### src/rtl/cfglut_k.sv
`timescale 1ns/1ps
`default_nettype none
// ============================================================================
// Module   : cfglut_k
// Purpose  : Runtime-reconfigurable K-input LUT with dual O5/O6 outputs, a
//            serial configuration shift chain and a counted reload sequencer.
//            The truth table lives in a register that reset restores to INIT.
//            A whole-table reload started by LD is tracked with BUSY/DONE.
// Params   : K    - number of LUT inputs (2..6), table size N = 2**K
//            INIT - reset truth table, bits [N-1:0] used
// Ports    : CLK  - clock, rising edge
//            RST  - synchronous active-high reset
//            CE   - shift enable, one table shift per cycle
//            CDI  - serial configuration data in
//            LD   - reload start strobe (sampled in IDLE only)
//            I    - LUT address
//            O5   - half-table output TBL[{0, I[K-2:0]}]
//            O6   - full-table output TBL[I]
//            CDO  - serial data out, TBL[N-1]
//            BUSY - reload in progress
//            DONE - one-cycle pulse when a reload completes
// Options  : CFGLUT_K_OREG_EN - when defined, O5/O6 are registered (reset 0)
// Revision : 1.0 - initial release
// ============================================================================
module cfglut_k #(
    parameter int          K    = 5,
    parameter logic [63:0] INIT = 64'h0
) (
    input  logic         CLK,
    input  logic         RST,
    input  logic         CE,
    input  logic         CDI,
    input  logic         LD,
    input  logic [K-1:0] I,
    output logic         O5,
    output logic         O6,
    output logic         CDO,
    output logic         BUSY,
    output logic         DONE
);

    localparam int         C_N     = 1 << K;
    localparam logic [K:0] C_N_CNT = (K+1)'(C_N);

    typedef enum logic [0:0] {
        ST_IDLE = 1'b0,
        ST_LOAD = 1'b1
    } state_t;

    state_t         r_state;
    state_t         w_state_nxt;
    logic [C_N-1:0] r_tbl;
    logic [K:0]     r_cnt;
    logic [K:0]     w_cnt_nxt;
    logic           r_done;
    logic           w_done_nxt;
    logic [K-1:0]   w_o5_idx;
    logic           w_o5;
    logic           w_o6;

    // Table shift is free-running on CE regardless of sequencer state; the
    // sequencer only observes and counts the shifts.
    always_ff @(posedge CLK) begin
        if (RST) begin
            r_tbl <= INIT[C_N-1:0];
        end else if (CE) begin
            r_tbl <= {r_tbl[C_N-2:0], CDI};
        end
    end

    always_ff @(posedge CLK) begin
        if (RST) begin
            r_state <= ST_IDLE;
            r_cnt   <= '0;
            r_done  <= 1'b0;
        end else begin
            r_state <= w_state_nxt;
            r_cnt   <= w_cnt_nxt;
            r_done  <= w_done_nxt;
        end
    end

    always_comb begin
        w_state_nxt = r_state;
        w_cnt_nxt   = r_cnt;
        w_done_nxt  = 1'b0;
        case (r_state)
            ST_IDLE: begin
                if (LD) begin
                    w_state_nxt = ST_LOAD;
                    // A shift on the LD edge itself is the first counted one.
                    w_cnt_nxt   = CE ? (K+1)'(1) : '0;
                end
            end
            ST_LOAD: begin
                // LD is ignored here; CE low simply stalls the count.
                if (CE) begin
                    w_cnt_nxt = r_cnt + (K+1)'(1);
                    if (w_cnt_nxt == C_N_CNT) begin
                        w_state_nxt = ST_IDLE;
                        w_done_nxt  = 1'b1;
                    end
                end
            end
            default: begin
                w_state_nxt = ST_IDLE;
                w_cnt_nxt   = '0;
            end
        endcase
    end

    // O5 looks only at the lower half of the table.
    assign w_o5_idx = {1'b0, I[K-2:0]};
    assign w_o5     = r_tbl[w_o5_idx];
    assign w_o6     = r_tbl[I];

`ifdef CFGLUT_K_OREG_EN
    logic r_o5;
    logic r_o6;

    always_ff @(posedge CLK) begin
        if (RST) begin
            r_o5 <= 1'b0;
            r_o6 <= 1'b0;
        end else begin
            r_o5 <= w_o5;
            r_o6 <= w_o6;
        end
    end

    assign O5 = r_o5;
    assign O6 = r_o6;
`else
    assign O5 = w_o5;
    assign O6 = w_o6;
`endif

    assign CDO  = r_tbl[C_N-1];
    assign BUSY = (r_state == ST_LOAD);
    assign DONE = r_done;

endmodule
`default_nettype wire

### config.mk
export PLATFORM = sky130hd
export DESIGN_NAME = cfglut_k
export DESIGN_NICKNAME = d
export VERILOG_FILES = /design/src/rtl/cfglut_k.sv
export SDC_FILE = /design/constraint.sdc
export NUM_CORES = 1
export LEC_CHECK = 0
export ABC_AREA = 1
export CAP_MARGIN = 20
export CORE_MARGIN = 2
export CORE_UTILIZATION = 40
export CTS_BUF_LIST = sky130_fd_sc_hd__clkbuf_16
export DETAILED_ROUTE_END_ITERATION = 7
export PLACE_DENSITY = 0.63
export SKIP_CTS_REPAIR_TIMING = 1
export SYNTH_ARGS = -nofsm -noshare
export SYNTH_HDL_FRONTEND = slang
export SYNTH_SLANG_ARGS = --single-unit
### constraint.sdc
create_clock -name CLK -period 1.8 [get_ports CLK]
set_input_delay 0.54 -clock CLK [delete_from_list [all_inputs] [get_ports CLK]]
set_output_delay 0.54 -clock CLK [all_outputs]
set_load 0.01 [all_outputs]
==> out/results.tsv <==
stage	metric	value	unit
run_status	outcome	finished with violations	
run_status	violations	setup timing	
cells_and_area	seq_area	800.8	µm²
global_route	grt_pass1_wl	7.044	mm
synthesis	synth.mux.area_fraction	0	%
power	p_per_area	897.5	nW/µm²
worst_hold_path	hp-class	reg -> reg	
floorplanning	die-area	5110	µm²
critical_path	r2r_setup_slack	400	ps
synthesis	yosysWarnings	0	
global_route	grt_max_degree	35	
floorplanning	io_pins	15	
global_route	grt_overflow	0	
route	drt_wl_total	4.132	mm
synthesis	synthXorXnorAreaFrac	1.442	%
route	met2_length	1.903	mm
cells_and_area	diodes	0	
synthesis	synthAdderAreaFrac	1.374	%
route	ant_nets	0	
synthesis	ys_ff_latch	40	
critical_path	cpMaxStageDelayCell	clkbuf_16	
power	combPwrFrac	14.6	%
sta	relSlewSlack	72.10	%
floorplanning	core.rowCount	24	
route	viasPerCell	4.910	
critical_path	crit_chain	buf_12, clkbuf_16, o21ai_2, nand2_1, nand3_2, nand3_2, nand2_2, nand2_2, nand2_2, buf_6	
critical_path	start_kind	primary input	
power	intPower	0.001746	W
floorplanning	floorplan.initialDensity	41.55	%
sta	final_hold_viol_count	0	
place	port_buffers	14	
sta	fin_skew	7.586	ps
route	wl_per_cell	11.61	µm
cts	htreeDepth	2	
synthesis	synth_top_family_by_area	compound AO/OA/AOI/OAI gates	
sta	finalCritPeriodShare	108.9	%
cts	clock_latency	280	ps
cells_and_area	layout-drive-gt1-share	23.03	%
place	hpwl	2.704	mm
floorplanning	die-height	71.49	µm
cts	clock_sinks	40	
cells_and_area	num-fill-cells	411	
power	sw_frac_of_total	23.54	%
cells_and_area	final_area	2544	µm²
route	met3_length	122	µm
sta	slew_viol_final	0	
cells_and_area	multi_input_area	897.1	µm²
critical_path	required	1260	ps
critical_path	critPathKind	in -> out	
route	drcViolationCount	0	
critical_path	worst_path_largest_cell_delay	150	ps
synthesis	synthSimpleGateAreaFrac	19.44	%
power	cellLeakagePower	1.148	nW
route	vias	1748	
cells_and_area	finish.net_count	315	
sta	period_minus_slack	1960	ps
global_route	grt_usage	16.99	%
synthesis	synth_area_per_cell	6.980	µm²
place	gp_congestion	0.8921	
flow_run	maxCapViolCount	0	
route	drt_iter0_drc	99	
critical_path	critical_path_arrival	1420	ps
power	p_switching	0.0005375	W
global_route	grt_antenna_before_repair	0	
power	seqPwrFrac	42.1	%
cts	cts_root_buffer	clkbuf_16	
cts	cts_buffers	5	
synthesis	syn_nets	273	
route	highest_layer	met4	
critical_path	cp_max_fo	6	
synthesis	synth.distinct_cells	20	
cts	tritoncts	yes	
route	dr.pass1.iters	4	
power	clkPwrFrac	43.4	%
synthesis	synth_compound_area_share	22.05	%
floorplanning	coreArea	4384	µm²
sta	rsz0062_at_grt	yes	
critical_path	cp-end-kind	primary output	
sta	clock.fmax	510.1	MHz
place	placed_cell_area	2228	µm²
global_route	grt_pass1_vias	1648	
sta	worst_pin_slew	418.1	ps
place	post-place-ws	-1115	ps
critical_path	cpMostUsedCell	nand2_2	
synthesis	syn-cell-area	1822	µm²
route	wl_met1	2.048	mm
cells_and_area	area_growth	39.63	%
cts	clk_pin_slew	60	ps
sta	setup_tns	-249.1	ps
power	ir_drop	431.7	µV
synthesis	synth_cells	261	
sta	setup_viol	2	
cts	clockBufferDepth	2	
sta	setup_slack	-160.5	ps
floorplanning	fp.dieW	71.49	µm
synthesis	seq_area_frac_synth	43.96	%
## cell type report
class                   instances  area share, %
clock inverters                 3          1.672
well taps                      52          2.558
clock buffers                   5          4.919
inverters                      40          6.001
multi-input cells             168          35.27
flip-flops and latches         40          31.48
repair buffers                 48          18.10
## cells in the final DEF (no fill, tap or decap)
master / n
a21oi_1: 37
a221oi_1: 1
buf_12: 2
buf_2: 1
buf_4: 29
buf_6: 2
buf_8: 2
bufinv_16: 1
clkbuf_16: 6
clkdlybuf4s50_1: 7
clkinv_2: 1
clkinvlp_4: 1
dfxtp_1: 40
dlymetal6s2s_1: 4
ha_1: 2
inv_1: 38
inv_2: 1
inv_4: 1
nand2_1: 48
nand2_2: 5
nand3_1: 12
nand3_2: 12
nor2_1: 5
nor3_1: 1
o21a_1: 1
o21ai_0: 34
o21ai_2: 6
or2_1: 1
xor2_1: 3
## final timing paths
| check | start | to | depth (start not counted) |
|---|---|---|---|
| worst min-delay path | r_tbl[27] | r_tbl[28] | 2 |
| worst min register to register | r_tbl[27] | r_tbl[28] | 2 |
| worst max-delay path | I[0] | O6 | 10 |
| worst max register to register | r_cnt[0] | DONE | 6 |
## logic make-up (layout without fill, tap and decap cells)
kind of cell,count (synthesis),count (layout)
fa+ha+maj,2,2
compound gates,79,79
simple gates,84,84
buf+inv,53,96
flops,40,40
xor+xnor,3,3
## Yosys cell counts
cell	n	share of area, %
nor2_1	5	1.0
clkbuf_1	8	1.6
buf_2	3	0.82
nand3_1	23	6.3
buf_4	1	0.41
ha_1	2	1.4
dfxtp_1	40	44
buf_6	1	0.62
a21oi_1	37	10
o21ai_0	39	11
nand2_1	53	11
o21a_1	1	0.41
inv_2	1	0.21
or2_1	1	0.34
xor2_1	3	1.4
nor3_1	1	0.27
nand3_2	1	0.55
inv_1	39	8.0
a221oi_1	1	0.48
o21ai_1	1	0.27
## stage by stage
step           power (W)  utilization [%]  hold WS [ps]  std cells
2_1_floorplan   0.001135                -         439.2        261
3_3_place_gp    0.001269            50.83         459.4        347
3_5_place_dp    0.001273            50.83         457.6        347
4_1_cts         0.002270            54.65         465.9        355
5_1_grt         0.002395            58.02         479.7        356
6_report        0.002283            58.02         474.0        356
## power by group through the flow
stage                     Combinational (W)  Clock (W)  Sequential (W)
final                              0.000332   0.000990        0.000961
after global routing               0.000373    0.00106        0.000966
after CTS                          0.000296    0.00101        0.000960
after detailed placement           0.000294          0        0.000979
after global placement             0.000291          0        0.000978
after floorplan                    0.000160          0        0.000975
## layer usage
metal | up-vias | GRT usage [%]
met5 | - | 0
li1 | 928 | -
met1 | 790 | 23.22
met2 | 25 | 26.65
met4 | 0 | 6.289
met3 | 5 | 3.376
## worst max-delay path: cells and delay by family
family / cells / cell delay (ps)
AOI/OAI and AO/OA: 1 / 110
buffers and inverters: 3 / 360
and+or+nand+nor: 6 / 400
## state kept, by name, summed over array words and instances, names as in the netlist
register	flops
BUSY	1
r_tbl	32
r_cnt	6
DONE	1
Power figures use the tool's default switching activity.
